<file path="config.mk">
export PLATFORM = sky130hd
export DESIGN_NAME = rca_sbb_event_coalescer
export DESIGN_NICKNAME = d
export VERILOG_FILES = /design/src/rtl/rca_config_pkg.sv /design/src/rtl/rca_event_fifo.sv /design/src/rtl/rca_sbb_event_coalescer.sv
export SDC_FILE = /design/constraint.sdc
export NUM_CORES = 1
export LEC_CHECK = 0
export CELL_PAD_IN_SITES_DETAIL_PLACEMENT = 0
export CELL_PAD_IN_SITES_GLOBAL_PLACEMENT = 1
export CORE_MARGIN = 4
export CORE_UTILIZATION = 30
export CTS_CLUSTER_DIAMETER = 150
export DETAILED_ROUTE_END_ITERATION = 10
export PLACE_DENSITY_LB_ADDON = 0.2
export SYNTH_ARGS = -nofsm -noshare
export SYNTH_HDL_FRONTEND = slang
export SYNTH_HIERARCHICAL = 1
export SYNTH_SLANG_ARGS = --single-unit
</file>
<file path="constraint.sdc">
create_clock -name clk -period 4.1 [get_ports clk]
set_input_delay 1.23 -clock clk [delete_from_list [all_inputs] [get_ports clk]]
set_output_delay 1.23 -clock clk [all_outputs]
set_load 0.02 [all_outputs]
</file>
<file path="src/rtl/rca_config_pkg.sv">
// Shared RCA configuration: core width, SBB offset limit and the event record type.
// The offset limit is shared with the profiler so both agree on what counts as a short loop.
package rca_config;

    localparam int unsigned XLEN        = 32;
    localparam int unsigned SBB_COUNT_W = 8;

    // Most negative offset that still counts as a short backward branch is SBB_MAX_OFFSET + 1.
    localparam logic signed [20:0] SBB_MAX_OFFSET = -21'sd1024;

    typedef struct packed {
        logic [XLEN-1:0]        pc;
        logic [SBB_COUNT_W-1:0] count;
    } sbb_event_t;

endpackage

</file>
<file path="src/rtl/rca_event_fifo.sv">
// Generic registered FIFO with wrap-bit pointers and a synchronous clear.
// No bypass: a write becomes visible at the head on the following cycle.
module rca_event_fifo
    import rca_config::*;
#(
    parameter int unsigned DEPTH = 4,
    parameter type         item_t = sbb_event_t
) (
    input  logic  clk,
    input  logic  rst,
    input  logic  clear,
    input  logic  push,
    input  item_t push_data,
    input  logic  pop,
    output item_t head,
    output logic  full,
    output logic  empty
);

    localparam int unsigned AW = $clog2(DEPTH);

    logic [AW:0] wr_ptr_q;
    logic [AW:0] rd_ptr_q;
    item_t       mem_q [DEPTH];
    logic        do_pop;
    logic        do_push;

    assign empty   = (wr_ptr_q == rd_ptr_q);
    assign full    = (wr_ptr_q[AW-1:0] == rd_ptr_q[AW-1:0]) && (wr_ptr_q[AW] != rd_ptr_q[AW]);
    assign do_pop  = pop & ~empty;
    // A full FIFO still accepts a write when the head leaves in the same cycle.
    assign do_push = push & (~full | do_pop);
    assign head    = mem_q[rd_ptr_q[AW-1:0]];

    always_ff @(posedge clk) begin
        if (rst) begin
            wr_ptr_q <= '0;
            rd_ptr_q <= '0;
            for (int i = 0; i < DEPTH; i++) begin
                mem_q[i] <= '0;
            end
        end else if (clear) begin
            wr_ptr_q <= '0;
            rd_ptr_q <= '0;
        end else begin
            if (do_push) begin
                mem_q[wr_ptr_q[AW-1:0]] <= push_data;
                wr_ptr_q                <= wr_ptr_q + 1'b1;
            end
            if (do_pop) begin
                rd_ptr_q <= rd_ptr_q + 1'b1;
            end
        end
    end

endmodule

</file>
<file path="src/rtl/rca_sbb_event_coalescer.sv">
// Qualifies taken short-backward branches, merges consecutive hits on one PC into a
// {pc,count} record and queues records for the profiler; overflow is counted, never stalls.
module rca_sbb_event_coalescer
    import rca_config::*;
#(
    parameter int unsigned FIFO_DEPTH = 4,
    parameter int unsigned COUNT_W    = 8,
    parameter int unsigned IDLE_FLUSH = 16,
    parameter int unsigned DROP_W     = 16
) (
    input  logic                clk,
    input  logic                rst,
    input  logic                branch_instr_issue,
    input  logic                branch_taken,
    input  logic [XLEN-1:0]     branch_instr_pc,
    input  logic signed [20:0]  branch_pc_offset,
    input  logic                profiler_lock,
    input  logic                flush,
    output logic                evt_valid,
    output logic [XLEN-1:0]     evt_pc,
    output logic [COUNT_W-1:0]  evt_count,
    input  logic                evt_ready,
    output logic [DROP_W-1:0]   dropped_count
);

    localparam int unsigned       IdleW    = $clog2(IDLE_FLUSH + 1);
    localparam logic [COUNT_W-1:0] CountMax = '1;

    typedef struct packed {
        logic [XLEN-1:0]    pc;
        logic [COUNT_W-1:0] count;
    } rec_t;

    typedef enum logic {StEmpty, StOpen} state_e;

    state_e             state_q, state_d;
    logic [XLEN-1:0]    pc_q, pc_d;
    logic [COUNT_W-1:0] cnt_q, cnt_d;
    logic [IdleW-1:0]   idle_q, idle_d;
    logic [DROP_W-1:0]  dropped_q, dropped_d;

    logic hit;
    logic push;
    logic pop;
    logic full;
    logic empty;
    rec_t push_rec;
    rec_t head;

    assign hit = branch_instr_issue & branch_taken & ~profiler_lock &
                 (branch_pc_offset < 21'sd0) & (branch_pc_offset > SBB_MAX_OFFSET);

    assign push_rec = '{pc: pc_q, count: cnt_q};
    assign pop      = ~empty & evt_ready;

    always_comb begin
        state_d   = state_q;
        pc_d      = pc_q;
        cnt_d     = cnt_q;
        idle_d    = idle_q;
        push      = 1'b0;
        dropped_d = dropped_q;
        if (flush) begin
            // Any same-cycle hit is discarded along with the open record.
            state_d = StEmpty;
            idle_d  = '0;
        end else if (hit) begin
            idle_d = '0;
            if (state_q == StOpen && branch_instr_pc == pc_q && cnt_q != CountMax) begin
                cnt_d = cnt_q + COUNT_W'(1);
            end else begin
                push    = (state_q == StOpen);
                state_d = StOpen;
                pc_d    = branch_instr_pc;
                cnt_d   = COUNT_W'(1);
            end
        end else if (state_q == StOpen) begin
            if (idle_q == IdleW'(IDLE_FLUSH - 1)) begin
                push    = 1'b1;
                state_d = StEmpty;
                idle_d  = '0;
            end else begin
                idle_d = idle_q + IdleW'(1);
            end
        end
        if (push && full && !pop && dropped_q != '1) begin
            dropped_d = dropped_q + DROP_W'(1);
        end
    end

    always_ff @(posedge clk) begin
        if (rst) begin
            state_q   <= StEmpty;
            pc_q      <= '0;
            cnt_q     <= '0;
            idle_q    <= '0;
            dropped_q <= '0;
        end else begin
            state_q   <= state_d;
            pc_q      <= pc_d;
            cnt_q     <= cnt_d;
            idle_q    <= idle_d;
            dropped_q <= dropped_d;
        end
    end

    rca_event_fifo #(
        .DEPTH  (FIFO_DEPTH),
        .item_t (rec_t)
    ) u_fifo (
        .clk       (clk),
        .rst       (rst),
        .clear     (flush),
        .push      (push),
        .push_data (push_rec),
        .pop       (pop),
        .head      (head),
        .full      (full),
        .empty     (empty)
    );

    assign evt_valid     = ~empty;
    assign evt_pc        = head.pc;
    assign evt_count     = head.count;
    assign dropped_count = dropped_q;

endmodule

</file>
# --- Word level (Yosys, flattened, before mapping) ---
# Memories as Yosys holds them, arrays and structs flattened. A register that Yosys moved wholly into a read port is not among the register bits.
# Cells that the tools add are included.
word_totals:
  regBits: 68
  mem_bits_rw: 160
  input_bits: 60
  output_inout_bits: 57
  memories: 1
op_classes:
  add_sub_neg: 5
  magnitude_cmp: 2
  eq_ne: 8
  mux: 22
  bitwise_logic: 13
  n_reduce_logical: 12
mem_list:
  columns: ["memory", "depth", "word_bits", "read_ports", "rd_ports_with_merged_regs", "wr", "line_no", "rtl"]
  rows:
  - ["u_fifo.mem_q", 4, 40, 1, 1, 4, "rca_event_fifo.sv:24", "item_t mem_q [DEPTH];"]
op_table:
  columns: ["operator", "n"]
  rows:
  - ["2-to-1 mux 40 bit", 1]
  - ["OR reduction 40 bit", 1]
  - ["== test 32 bit", 1]
  - ["greater-than comparator 21 x 11 -> 1 bit (second input constant)", 1]
  - ["less-than comparator 21 x 1 -> 1 bit (second input constant)", 1]
  - ["adder 16 x 1 -> 16 bit (second input constant)", 1]
  - ["2-to-1 mux 1 bit", 16]
  - ["inequality test 16 bit (second input constant)", 1]
  - ["adder 8 x 1 -> 8 bit (second input constant)", 1]
  - ["2-to-1 mux 8 bit", 1]
  - ["inequality test 8 bit (second input constant)", 1]
  - ["bitwise AND 1 bit", 7]
  - ["adder 3 x 1 -> 3 bit (second input constant)", 2]
  - ["logical AND 1 bit", 6]
  - ["2-to-1 mux 2 bit", 3]
  - ["adder 5 x 1 -> 5 bit (second input constant)", 1]
  - ["== test 5 x 4 -> 1 bit (second input constant)", 1]
  - ["2-to-1 mux 5 bit", 1]
  - ["inverter 1 bit", 5]
  - ["== test 3 bit", 1]
  - ["AND reduction 3 bit", 1]
  - ["OR reduction 3 bit", 1]
  - ["== test 2 bit", 1]
  - ["inequality test 2 bit (second input constant)", 1]
  - ["5 further kinds", 5]

# --- Logic depth before layout (Yosys ltp) ---
logic_depth:
  ltp_word: 13
  mapped_depth: 11
  mapped_depth_nobuf: 9

# --- By module ---
# Netlist, hierarchy kept.
modules_own_cells:
  columns: ["module", "n_inst", "cells_per_inst", "area_per_inst_um2"]
  rows:
  - ["rca_event_fifo", 1, 557, 7831.3]
  - ["rca_sbb_event_coalescer", 1, 326, 3001.6]

# --- Worst setup path before layout ---
# Ideal clock, no wire load.
synth_timing:
  path_kind: "input port to flip-flop"
  start: "input port branch_pc_offset[6]"
  end: "memory u_fifo/mem_q[0][0] (netlist bit) (enable)"
  setup_ns: 0.382
  t_arrival_ns: 3.579
  path_slack_ns: 0.139
  path_stages: 9
  n_path_buf: 1
  path_cell_list: "or4_4 > o41ai_4 > or4_4 > nand2_2 > buf_6 > inv_1 > inv_1 > nor2_1 > a31o_2"
synth_rtl:
  columns: ["element", "line_no", "rtl"]
  rows:
  - ["start, declared", "rca_sbb_event_coalescer.sv:16", "input logic signed [20:0] branch_pc_offset,"]
  - ["end, declared", "rca_event_fifo.sv:24", null]

==> metrics.csv <==
metric,value,unit
Placed Area,12800,um2
Crit. End Element,primary output,
max-cap violations,0,
number of placement rows,69,
PortBufs,116,
largest net degree at the start of global routing,47,
period utilization,93.3,%
Overall Global Routing Usage,15.9,%
CP cell instances,buf_12 > mux4_2 > clkdlybuf4s50_1,
GPL Wtd Cong,0.746,
# resized after CTS,0,
Via density,5.07,
DR WL/cell,21.2,um
WP data arrival,2.60,ns
Area contributors post-synth,"edfxtp_1 44%, dfxtp_1 13%, mux4_2 8.3%",
Via Count,7563,
status,completed,
Routed Antenna Nets,0,
biggest area consumer among synthesized cells,edfxtp_1,
die span in y,198,um
crit-path leading delay family,buffers and inverters,
first-pass GRT wire length,47900,um
hold_buf cts,0,
setup repair after global routing missed its margin,false,
Max clock buf depth,3,
Final WS setup,0.274,ns
"Primary FF master, synth",edfxtp_1,
Num Clock Sinks,230,
top-count cell post-synth,edfxtp_1,
antenna cells,0,
cell area after layout,13700,um2
Setup CP Type,reg -> out,
required time of the critical path,2.87,ns
Critical-path top delay cell,dfxtp_2,
Die X,198,um
Avg Inst Size Synth,12.3,um2
total gr overflow,0,
Buf/Inv on CP,2,
Worst Skew,0.0140,ns
Slew @ Worst Pin,0.672,ns
Die Area,39200,um2
Async SR Flop Fraction,0,%
Total Routed Length,31600,um
final slew viol count,0,
yosys synthesis warning count,6,
Min Hold Slack,0.485,ns
Post-CTS Setup Inserts,0,
Ports,117,
area delta synth->final,26.2,%
number of flops mapped to enable cells by yosys,160,
Commonest cells post-synth,"160 x edfxtp_1, 133 x nor2_1, 86 x and3_1",
Mapped Area,10800,um2
leakage,4.96,nW
Synth top area share,44.4,%
worst min path class,reg -> reg,
DR DRC count,0,
Clock Latency Late Sink,0.53,ns
CTS Root Cell,clkbuf_16,
Final min period,3.83,ns
first-pass iteration count of the detailed router,4,
cells after synthesis,883,
Initial DRC Count,464,
Pwr Density,374,nW/um2
post-synth cell types,56,
Seq cells post-synth,230,
core area,35600,um2
Worst-path clk slew,0.05,ns
FMAX,0.261,GHz
vias in the first global route,7921,
Slew headroom,54.9,%
CTS Buf Count,27,
"Power, Total",5.12,mW
Max stage delay on crit path,0.64,ns
hpwl dp,19900,um
# H-tree levels,1,
syn_nets,948,
final hold viol count,0,
ratio of cells with drive above 1 in the final layout,14.8,%
"Seq/Total Area, Yosys",57.3,%
Setup Viol. Count Final,0,
CTS tree,built,
Worst setup SP type,flop,
antenna violations before repair,0,
Worst IR Drop VDD,0.271,mV
Final #Nets,1076,
DP Worst Slack,-0.109,ns
Initial Util,30.5,%
crit path max fanout,16,
[registers in the layout (all words and copies together) (netlist names), named ones only]
name             flops
dropped_count       16
idle_q               5
cnt_q                8
u_fifo/mem_q       160
pc_q                32
state_q              1
u_fifo/wr_ptr_q      3
u_fifo/rd_ptr_q      3
[final cells by class]
type | instances | area (um2)
tap | 461 | 577
sequential | 230 | 6210
clock inverter | 8 | 67.6
multi-input combinational | 577 | 4300
timing repair buffer | 164 | 1690
inverter | 11 | 41.3
fill | 3486 | 21900
clock buffer | 41 | 788
[final timing paths]
path,startpoint,endpoint,slack (ns),cells after the start
max,flop,evt_pc[30],0.27,3
min,idle_q[4],idle_q[4],0.49,2
max reg2reg,u_fifo/wr_ptr_q[2],dropped_count[3],1.09,10
min reg2reg,idle_q[4],idle_q[4],0.49,2
[metal layers]
layer  vias to the layer above  track usage, %  wire, um
met3                        33            2.86      1820
met4                         0            3.34       446
li1                       3553               -         -
met2                       184            26.5     15200
met1                      3793            21.7     14200
met5                         -               0         0
[cell families after synthesis]
family                     count (synthesis)  share of synthesized area, %
AOI/OAI and AO/OA                         55                          3.65
xor gates and xnor gates                  44                          3.70
adders and majority gates                  5                         0.578
buffers and inverters                     76                          3.21
DFF                                      230                          57.3
muxes                                     81                          12.1
and+or+nand+nor                          392                          19.5
[worst min-delay path, cell delays in order (launching register included)]
cell	delay, ns
dfxtp_1	0.32
o21ai_0	0.08
nor2_1	0.04
[cells in the final DEF, fill, tap and decap left out, types with 5 or more instances in the layout]
| cell type | count |
|---|---|
| xor2_1 | 40 |
| inv_1 | 11 |
| edfxtp_1 | 160 |
| ha_1 | 5 |
| mux2i_1 | 40 |
| or4_1 | 6 |
| nand2_1 | 66 |
| buf_4 | 35 |
| clkdlybuf4s50_1 | 114 |
| o21ai_0 | 11 |
| nor2_1 | 131 |
| and3_1 | 86 |
| nor4_1 | 8 |
| dfxtp_1 | 67 |
| mux4_2 | 40 |
| a21oi_1 | 16 |
| nand4_1 | 8 |
| buf_12 | 14 |
| clkbuf_16 | 27 |
| o31ai_1 | 6 |
| nand3_1 | 11 |
| or3_1 | 10 |
| nor4b_1 | 41 |
| clkbuf_1 | 8 |
| clkbuf_8 | 6 |
| clkinv_2 | 5 |
[metrics by stage]
step           cells  util (%)  setup TNS [ns]
5_1_grt         1492      38.4               0
4_1_cts         1492      38.4               0
6_report        1492      38.4               0
2_1_floorplan    883         -               0
3_3_place_gp    1443      36.0           -8.28
3_5_place_dp    1443      36.0          -12.29
[power breakdown]
| group | internal [mW] | switching (mW) |
|---|---|---|
| combinational | 0.120 | 0.143 |
| sequential | 2.53 | 0.0150 |
| clock | 1.38 | 0.932 |
Power figures use the tool's default switching activity.
